===== src/rtl/spiral_pack_if.sv =====
// Stream bus for spiral_pack: element input, frame dimensions and packed word output.
// SPIRAL_PACK_PARITY_EN adds the per-lane parity output out_par.
interface spiral_pack_if #(
  parameter int unsigned DATA_WIDTH = 8,
  parameter int unsigned R_WIDTH    = 3,
  parameter int unsigned C_WIDTH    = 3,
  parameter int unsigned LANES      = 4
);
  logic [R_WIDTH-1:0]          row;
  logic [C_WIDTH-1:0]          col;
  logic [DATA_WIDTH-1:0]       in_data;
  logic                        in_valid;
  logic                        in_rdy;
  logic [LANES*DATA_WIDTH-1:0] out_data;
  logic [LANES-1:0]            out_keep;
  logic                        out_last;
  logic                        out_valid;
  logic                        out_rdy;
`ifdef SPIRAL_PACK_PARITY_EN
  logic [LANES-1:0]            out_par;

  modport master (
    output row, col, in_data, in_valid, out_rdy,
    input  in_rdy, out_data, out_keep, out_last, out_valid, out_par
  );
  modport slave (
    input  row, col, in_data, in_valid, out_rdy,
    output in_rdy, out_data, out_keep, out_last, out_valid, out_par
  );
`else
  modport master (
    output row, col, in_data, in_valid, out_rdy,
    input  in_rdy, out_data, out_keep, out_last, out_valid
  );
  modport slave (
    input  row, col, in_data, in_valid, out_rdy,
    output in_rdy, out_data, out_keep, out_last, out_valid
  );
`endif
endinterface


===== src/rtl/spiral_pack.sv =====
// Packs the spiral element stream into LANES-wide words, flushing a partial word at frame end.
// SPIRAL_PACK_PARITY_EN adds registered per-lane even parity on out_par.
module spiral_pack #(
  parameter int unsigned DATA_WIDTH = 8,
  parameter int unsigned R_WIDTH    = 3,
  parameter int unsigned C_WIDTH    = 3,
  parameter int unsigned LANES      = 4
) (
  input logic       clk,
  input logic       rstn,
  spiral_pack_if.slave bus
);

  localparam int unsigned TW = R_WIDTH + C_WIDTH;
  localparam int unsigned LW = $clog2(LANES);

  typedef enum logic [0:0] {StIdle, StFill} state_e;

  state_e                                state_q, state_d;
  logic                                  rdy_en_q;
  logic [LW-1:0]                         lane_q, lane_d;
  logic [TW-1:0]                         cnt_q, cnt_d;
  logic [TW-1:0]                         total_q, total_d;
  logic [LANES-1:0][DATA_WIDTH-1:0]      acc_q, acc_d;
  logic [LANES-1:0][DATA_WIDTH-1:0]      out_data_q, out_data_d;
  logic [LANES-1:0]                      out_keep_q, out_keep_d;
  logic                                  out_last_q, out_last_d;
  logic                                  out_valid_q, out_valid_d;
`ifdef SPIRAL_PACK_PARITY_EN
  logic [LANES-1:0]                      out_par_q, out_par_d;
`endif

  logic                                  in_idle;
  logic                                  accept;
  logic [R_WIDTH-1:0]                    row_eff;
  logic [C_WIDTH-1:0]                    col_eff;
  logic [TW-1:0]                         new_total;
  logic [TW-1:0]                         eff_total;
  logic [TW-1:0]                         elem_num;
  logic                                  is_end;
  logic                                  word_done;
  logic [LANES-1:0][DATA_WIDTH-1:0]      acc_word;
  logic [LANES-1:0]                      keep_mask;

  // in_rdy stays low through reset and for the first edge after release.
  assign bus.in_rdy = rdy_en_q && (!out_valid_q || bus.out_rdy);
  assign accept     = bus.in_valid && bus.in_rdy;

  // Zero dimensions are illegal upstream; treat them as 1 so a frame always terminates.
  assign row_eff   = (bus.row == '0) ? R_WIDTH'(1) : bus.row;
  assign col_eff   = (bus.col == '0) ? C_WIDTH'(1) : bus.col;
  assign new_total = TW'(row_eff) * TW'(col_eff);
  assign eff_total = in_idle ? new_total : total_q;
  assign elem_num  = cnt_q + TW'(1);
  assign is_end    = (elem_num == eff_total);
  assign word_done = (lane_q == LW'(LANES - 1)) || is_end;

  // FSM: state register
  always_ff @(posedge clk or negedge rstn) begin
    if (!rstn) begin
      state_q <= StIdle;
    end else begin
      state_q <= state_d;
    end
  end

  // FSM: next state
  always_comb begin
    state_d = state_q;
    unique case (state_q)
      StIdle: if (accept && !is_end) state_d = StFill;
      StFill: if (accept && is_end)  state_d = StIdle;
      default: state_d = StIdle;
    endcase
  end

  // FSM: outputs
  always_comb begin
    in_idle = (state_q == StIdle);
  end

  always_comb begin
    acc_word         = acc_q;
    acc_word[lane_q] = bus.in_data;
    for (int unsigned k = 0; k < LANES; k++) begin
      keep_mask[k] = (LW'(k) <= lane_q);
    end
  end

  always_comb begin
    lane_d      = lane_q;
    cnt_d       = cnt_q;
    total_d     = total_q;
    acc_d       = acc_q;
    out_data_d  = out_data_q;
    out_keep_d  = out_keep_q;
    out_last_d  = out_last_q;
    out_valid_d = out_valid_q;
`ifdef SPIRAL_PACK_PARITY_EN
    out_par_d   = out_par_q;
`endif
    if (bus.out_rdy) begin
      out_valid_d = 1'b0;
    end
    if (accept) begin
      total_d = eff_total;
      if (word_done) begin
        // Lanes beyond lane_q are already zero because the accumulator clears per word.
        out_data_d  = acc_word;
        out_keep_d  = keep_mask;
        out_last_d  = is_end;
        out_valid_d = 1'b1;
`ifdef SPIRAL_PACK_PARITY_EN
        for (int unsigned k = 0; k < LANES; k++) begin
          out_par_d[k] = (^acc_word[k]) & keep_mask[k];
        end
`endif
        acc_d  = '0;
        lane_d = '0;
        cnt_d  = is_end ? '0 : elem_num;
      end else begin
        acc_d  = acc_word;
        lane_d = lane_q + LW'(1);
        cnt_d  = elem_num;
      end
    end
  end

  always_ff @(posedge clk or negedge rstn) begin
    if (!rstn) begin
      rdy_en_q    <= 1'b0;
      lane_q      <= '0;
      cnt_q       <= '0;
      total_q     <= '0;
      acc_q       <= '0;
      out_data_q  <= '0;
      out_keep_q  <= '0;
      out_last_q  <= 1'b0;
      out_valid_q <= 1'b0;
`ifdef SPIRAL_PACK_PARITY_EN
      out_par_q   <= '0;
`endif
    end else begin
      rdy_en_q    <= 1'b1;
      lane_q      <= lane_d;
      cnt_q       <= cnt_d;
      total_q     <= total_d;
      acc_q       <= acc_d;
      out_data_q  <= out_data_d;
      out_keep_q  <= out_keep_d;
      out_last_q  <= out_last_d;
      out_valid_q <= out_valid_d;
`ifdef SPIRAL_PACK_PARITY_EN
      out_par_q   <= out_par_d;
`endif
    end
  end

  assign bus.out_data  = out_data_q;
  assign bus.out_keep  = out_keep_q;
  assign bus.out_last  = out_last_q;
  assign bus.out_valid = out_valid_q;
`ifdef SPIRAL_PACK_PARITY_EN
  assign bus.out_par   = out_par_q;
`endif

endmodule


===== src/flat_wrapper.sv =====
// flat-port wrapper written by rule: the top's interface ports become plain ports
module spiral_pack_flat 
#(
  parameter int unsigned DATA_WIDTH = 8,
  parameter int unsigned R_WIDTH    = 3,
  parameter int unsigned C_WIDTH    = 3,
  parameter int unsigned LANES      = 4
)
  (clk, rstn, bus_row, bus_col, bus_in_data, bus_in_valid, bus_out_rdy, bus_in_rdy, bus_out_data, bus_out_keep, bus_out_last, bus_out_valid);
  spiral_pack_if #(.DATA_WIDTH(DATA_WIDTH), .R_WIDTH(R_WIDTH), .C_WIDTH(C_WIDTH), .LANES(LANES)) bus_i ();
  input logic clk;
  input logic rstn;
  input wire logic [$bits(bus_i.row)-1:0] bus_row;
  input wire logic [$bits(bus_i.col)-1:0] bus_col;
  input wire logic [$bits(bus_i.in_data)-1:0] bus_in_data;
  input wire logic [$bits(bus_i.in_valid)-1:0] bus_in_valid;
  input wire logic [$bits(bus_i.out_rdy)-1:0] bus_out_rdy;
  output wire logic [$bits(bus_i.in_rdy)-1:0] bus_in_rdy;
  output wire logic [$bits(bus_i.out_data)-1:0] bus_out_data;
  output wire logic [$bits(bus_i.out_keep)-1:0] bus_out_keep;
  output wire logic [$bits(bus_i.out_last)-1:0] bus_out_last;
  output wire logic [$bits(bus_i.out_valid)-1:0] bus_out_valid;
  assign bus_i.row = bus_row;
  assign bus_i.col = bus_col;
  assign bus_i.in_data = bus_in_data;
  assign bus_i.in_valid = bus_in_valid;
  assign bus_i.out_rdy = bus_out_rdy;
  assign bus_in_rdy = bus_i.in_rdy;
  assign bus_out_data = bus_i.out_data;
  assign bus_out_keep = bus_i.out_keep;
  assign bus_out_last = bus_i.out_last;
  assign bus_out_valid = bus_i.out_valid;
  spiral_pack #(.DATA_WIDTH(DATA_WIDTH), .R_WIDTH(R_WIDTH), .C_WIDTH(C_WIDTH), .LANES(LANES)) u_core (.clk(clk), .rstn(rstn), .bus(bus_i));
endmodule

===== config.mk =====
export PLATFORM = sky130hd
export DESIGN_NAME = spiral_pack_flat
export DESIGN_NICKNAME = d
export VERILOG_FILES = /design/src/rtl/spiral_pack_if.sv /design/src/rtl/spiral_pack.sv /design/src/flat_wrapper.sv
export SDC_FILE = /design/constraint.sdc
export NUM_CORES = 1
export LEC_CHECK = 0
export BUFFER_PORTS_ARGS = -buffer_cell sky130_fd_sc_hd__buf_4
export CAP_MARGIN = 20
export CORE_MARGIN = 2
export CORE_UTILIZATION = 55
export DETAILED_ROUTE_END_ITERATION = 8
export PLACE_DENSITY = 0.77
export SYNTH_ARGS = -nofsm -noshare
export SYNTH_HDL_FRONTEND = slang
export SYNTH_SLANG_ARGS = --single-unit

===== constraint.sdc =====
create_clock -name clk -period 2.7 [get_ports clk]
set_clock_uncertainty 0.1 [all_clocks]
set_input_delay 0.54 -clock clk [delete_from_list [all_inputs] [get_ports clk]]
set_output_delay 0.54 -clock clk [all_outputs]
set_load 0.01 [all_outputs]

==> qor.csv, run 1 <==
stage,metric,value,unit
setup_path,crit_type,in2reg,
route,drt_first_pass_iters,6,
clocking,cts_max_level,3,
setup_path,critPathMaxFanout,6,
floorplanning,coreArea,7610,um^2
finish,num_antenna_cells,0,
run_status,status,finished with violations,
floorplanning,die_x,92.2,um
yosys,synth_cells,310,
yosys,ys.warnings.count,0,
place,dp_cells,475,
route,drcViolationCount,0,
finish,num-fill-cells,531,
global_routing,grt_pass1_wl,15100,um
route,wl,9160,um
timing,min_period_over_period,127,%
finish,synthToLayoutAreaGrowth,24.9,%
floorplanning,dieArea,8490,um^2
yosys,synth_async_sr_flop_share,100,%
clocking,clockBufferDepth,2,
timing,fin_setup_tns,-51620,ps
power_and_ir_drop,powerDensity,923,nW/um^2
setup_path,arrival,3590,ps
power_and_ir_drop,power.leakage,2.62,nW
floorplanning,die_h,92.2,um
power_and_ir_drop,max-vdd-ir-drop,0.000503,V
route,via_count,2796,
route,wl_per_cell,18.4,um
run,cap_violations,0,
run_status,violations,negative setup slack,
yosys,ys_types,44,
place,dp_slack,-1160,ps
floorplanning,rows,32,
timing,clock.fmax,291,MHz
floorplanning,start_util,56.2,%
route,viasPerCell,5.60,
timing,worstMarginPinSlew,531,ps
route,drt_iter0_markers,196,
global_routing,grt_max_degree,48,
global_routing,grt_antenna_before_repair,0,
timing,hold_viol,0,
setup_path,crit_required,2850,ps
yosys,syn_area_per_cell,13.8,um^2
yosys,synth-seq-area-share,50.4,%
yosys,synth_edf_count,0,
finish,stdcell_area,5340,um^2
yosys,synth_nets,341,
finish,final_nets,423,
timing,period_minus_slack,3440,ps
place,dp_hpwl,5930,um
setup_path,cp-end-kind,register,
clocking,root_buffer,clkbuf_8,
yosys,syn_area,4270,um^2
clocking,cts.sinks,86,
yosys,synth-seq-cells,86,
clocking,clkSlewWorstSetupHoldPaths,90,ps
route,ant_nets,0,
global_routing,overflow,0,
timing,fin_ws,-740,ps
place,numPortBuffers,56,
timing,slew_headroom,64.6,%
global_routing,grt_use_total,23.0,%
finish,fin_cells,499,
min_path,hold_path.class,in2async,
clocking,cts_inserted_buffers,9,
floorplanning,ios,57,
clocking,postCtsHoldBufs,0,
finish,post-route-util,70.2,%
clocking,cts_tree,built,
global_routing,grt_pass1_vias,2854,
timing,rsz0062_at_grt,yes,
yosys,yosys_most_used_dff,dfrtp_1,
timing,setup_viol,79,
clocking,clock_latency,360,ps
timing,whs,43.0,ps
place,gp_congestion,0.871,
place,postPlaceCellArea,4920,um^2
finish,layout-drive-gt1-share,50.1,%
timing,slew_violations,0,
setup_path,start_kind,primary input,
power_and_ir_drop,total_power,4.93,mW
path summary, 6_finish.rpt:
kind                                   from                    endpoint  slack (ps)  cells after the start
setup / recovery                 bus_row[0]     u_core.bus.out_data[29]        -740                     13
hold / removal                         rstn      u_core.bus.out_data[8]          40                      1
setup reg to reg            u_core.cnt_q[0]     u_core.bus.out_data[29]         190                      9
hold reg to reg            u_core.acc_q[29]            u_core.acc_q[29]         390                      1
max in group asynchronous              rstn  asynchronous set/reset pin        1820                      2
min in group clk                bus_out_rdy        u_core.bus.out_valid         350                      3
final cells by class:
| class | instances | area [um^2] | area share (%) |
|---|---|---|---|
| multi-input cells | 204 | 2090 | 39.1 |
| flip-flops and latches | 86 | 2150 | 40.3 |
| inverters | 4 | 15.0 | 0.281 |
| well taps | 102 | 128 | 2.39 |
| clock inverters | 6 | 70.1 | 1.31 |
| repair buffers | 87 | 758 | 14.2 |
| clock buffers | 10 | 128 | 2.39 |
cell families after synthesis:
logic type	after synthesis	share of synthesized area, %
AOI/OAI and AO/OA	53	9.92
xor gates and xnor gates	11	2.43
adders and majority gates	13	4.16
buffers and inverters	20	3.57
DFF	86	50.4
muxes	73	21.7
other	1	0.0877
and+or+nand+nor	53	7.82
cell usage after synthesis (all sizes together), types with 2 or more instances:
library cell  instances  area [um^2]
o21bai                2         15.0
fa                    2         40.0
ha                   11          138
nor3                  4         20.0
o31ai                 4         45.1
xnor2                 7         68.8
inv                   4         15.0
xor2                  4         35.0
mux2                 69          886
nor2                  5         18.8
dfrtp                86         2150
o21ai                 9         45.0
buf                   9          111
clkbuf                7         26.3
nand2                15         56.3
o22ai                 2         12.5
nor4b                 3         71.3
a21o                  2         15.0
mux2i                 4         40.0
and2                 17          106
a22o                 28          245
nand2b                2         12.5
nand3                 2         15.0
placed cells by master, fill, tap and decap left out, drive strengths merged, types with 3 or more instances in the layout:
cell      synthesis  layout
dfrtp            86      86
buf               9      86
mux2             69      69
a22o             28      28
and2             17      17
nand2            15      15
ha               11      11
clkbuf            7      11
o21ai             9       9
xnor2             7       7
nor2              5       5
inv               4       5
mux2i             4       4
xor2              4       4
o31ai             4       4
nor3              4       4
nor4b             3       3
clkinvlp          0       3
worst max-delay path: stages:
cell and delay, ps:
buf_6 90, o21bai_4 150, and2_4 160, fa_1 540, ha_2 190, fa_2 440, mux2i_1 160, xor2_1 190
xnor2_1 150, and4_4 250, o21a_4 250, clkbuf_16 200, mux2_4 290
power by group:
| group | internal (mW) | switching [mW] |
|---|---|---|
| combinational | 1.20 | 0.789 |
| clock | 0.432 | 0.481 |
| sequential | 1.73 | 0.297 |
state kept, by name, summed over array words and instances (netlist names), named ones only:
register and count:
u_core.acc_q 32, u_core.cnt_q 6, u_core.bus.out_data 32, u_core.rdy_en_q 1, u_core.lane_q 2, u_core.total_q 6
u_core.bus.out_valid 1, u_core.bus.out_last 1, u_core.bus.out_keep 4
repair_timing:
action                                  in CTS  in global routing
cloned                                       2                  1
endpoints found under the setup margin      79                 79
gates resized for setup                     17                 16
pin swaps                                    4                  7
setup buffers                                3                  3
layer usage:
layer | global-route usage, % | vias up | wire, um
met5 | 0 | - | 0
met4 | 8.58 | 0 | 230
met3 | 4.60 | 19 | 366
met2 | 34.4 | 73 | 4240
met1 | 33.5 | 1431 | 4330
li1 | - | 1273 | -
Power figures use the tool's default switching activity.
==> run 2, diff against run 1 <==
==> constraint.sdc (replaced) <==
create_clock -name clk -period 2.7 [get_ports clk]
set_clock_uncertainty 0.1 [all_clocks]
set_input_delay 0.405 -clock clk [delete_from_list [all_inputs] [get_ports clk]]
set_output_delay 0.405 -clock clk [all_outputs]
set_load 0.01 [all_outputs]
==> qor.csv, run 2 (synthesis gave the netlist of run 1 again) <==
stage,metric,value,unit
route,ant_nets,0,
setup_path,crit_required,2840,ps
route,wl_per_cell,18.6,um
timing,whs,232,ps
timing,rsz0062_at_grt,yes,
global_routing,grt_max_degree,51,
floorplanning,coreArea,7610,um^2
finish,layout-drive-gt1-share,49.4,%
floorplanning,ios,57,
timing,slew_headroom,65.9,%
place,numPortBuffers,56,
power_and_ir_drop,powerDensity,926,nW/um^2
setup_path,crit_type,in2reg,
timing,clock.fmax,303,MHz
clocking,clkSlewWorstSetupHoldPaths,90,ps
place,gp_congestion,0.910,
timing,slew_violations,0,
finish,final_cell_mix,"86 x dfrtp_1, 69 x buf_4, 37 x mux2_2, 32 x mux2_4, 28 x a22o_1",
floorplanning,dieArea,8490,um^2
route,via_count,2758,
floorplanning,die_x,92.2,um
global_routing,grt_pass1_wl,15300,um
finish,num-fill-cells,527,
timing,period_minus_slack,3300,ps
floorplanning,die_h,92.2,um
clocking,cts.sinks,86,
clocking,clock_latency,350,ps
setup_path,cp-end-kind,register,
route,viasPerCell,5.53,
global_routing,grt_antenna_before_repair,0,
finish,num_antenna_cells,0,
finish,post-route-util,70.4,%
run,cap_violations,0,
clocking,cts_tree,built,
timing,hold_viol,0,
finish,synthToLayoutAreaGrowth,25.4,%
run_status,violations,negative setup slack,
min_path,hold_path.class,in2reg,
timing,min_period_over_period,122,%
place,dp_hpwl,6110,um
timing,fin_ws,-600,ps
finish,final_common_cell,dfrtp_1,
route,wl,9290,um
route,drt_iter0_markers,125,
run_status,status,finished with violations,
power_and_ir_drop,total_power,4.96,mW
finish,final_nets,424,
power_and_ir_drop,power.leakage,2.62,nW
floorplanning,rows,32,
clocking,root_buffer,clkbuf_8,
setup_path,critPathMaxFanout,11,
power_and_ir_drop,max-vdd-ir-drop,0.000538,V
timing,fin_setup_tns,-41030,ps
place,dp_slack,-1050,ps
floorplanning,start_util,56.2,%
global_routing,grt_use_total,23.1,%
global_routing,grt_pass1_vias,2950,
clocking,cts_max_level,3,
global_routing,overflow,0,
clocking,cts_inserted_buffers,9,
route,drt_first_pass_iters,4,
timing,worstMarginPinSlew,512,ps
clocking,clockBufferDepth,2,
timing,setup_viol,79,
setup_path,start_kind,primary input,
setup_path,arrival,3440,ps
route,drcViolationCount,0,
## run 2: cell count changes in the layout (fill, tap and decap cells not counted), sizes merged
| cell | change |
|---|---|
| inv | +1 |
| dlygate4sd3 | +1 |
| buf | +1 |
| clkbuf | -1 |
| clkinvlp | -2 |
## run 2: worst paths after layout
| path | startpoint | end | slack, ps | cells past startpoint |
|---|---|---|---|---|
| worst max-delay path | bus_col[0] | u_core.bus.out_data[24] | -600 | 13 |
| worst min-delay path | bus_out_rdy | u_core.bus.out_valid | 230 | 3 |
| worst max register to register | u_core.cnt_q[0] | u_core.bus.out_data[24] | 160 | 9 |
| worst min register to register | u_core.acc_q[28] | u_core.acc_q[28] | 390 | 1 |
| max in group asynchronous | rstn | u_core.acc_q[25] | 1420 | 3 |
| min in group asynchronous | rstn | u_core.bus.out_data[10] | 450 | 2 |
## run 2: through the flow
step	area, um^2	instances
floorplan	4300	310
global placement	4910	474
detailed placement	4910	474
CTS	5260	495
global route	5360	499
finish	5360	499
## run 2: per-layer routing
| layer | up-vias | global-route usage, % | wire length [um] |
|---|---|---|---|
| met4 | 0 | 5.60 | 97 |
| met2 | 54 | 36.8 | 4520 |
| met1 | 1418 | 33.4 | 4350 |
| li1 | 1276 | - | - |
| met5 | - | 0 | 0 |
| met3 | 10 | 3.78 | 321 |
## run 2: worst max-delay path, cell delays in order
cell	delay [ps]
buf_6	90
o21bai_4	160
and2_4	140
fa_1	570
ha_4	150
fa_2	440
mux2i_1	160
xor2_1	200
xnor2_1	150
and4_4	260
o21a_4	220
buf_12	180
mux2_4	310
## run 2: repair_timing
item | CTS | global route
hold endpoints to repair | 36 | 0
resized for setup | 20 | 17
gates cloned | 1 | 1
hold buffers | 1 | 0
buffers inserted | 7 | 4
pin swaps | 13 | 4
setup endpoints to repair | 79 | 79
## run 2: area by class of cell
cell class	count	area [um^2]	area share [%]
clock inverter	5	66.3	1.24
timing repair buffer	88	782	14.6
multi-input combinational	204	2080	38.8
sequential	86	2150	40.2
tap	102	128	2.38
inverter	4	15.0	0.280
clock buffer	10	138	2.57
## run 2: report_power, final
part	internal [mW]	total [mW]	leakage, nW	switching [mW]
clock network	0.460	0.937	0.101	0.478
registers	1.73	2.04	1.11	0.310
logic	1.20	1.99	1.41	0.786
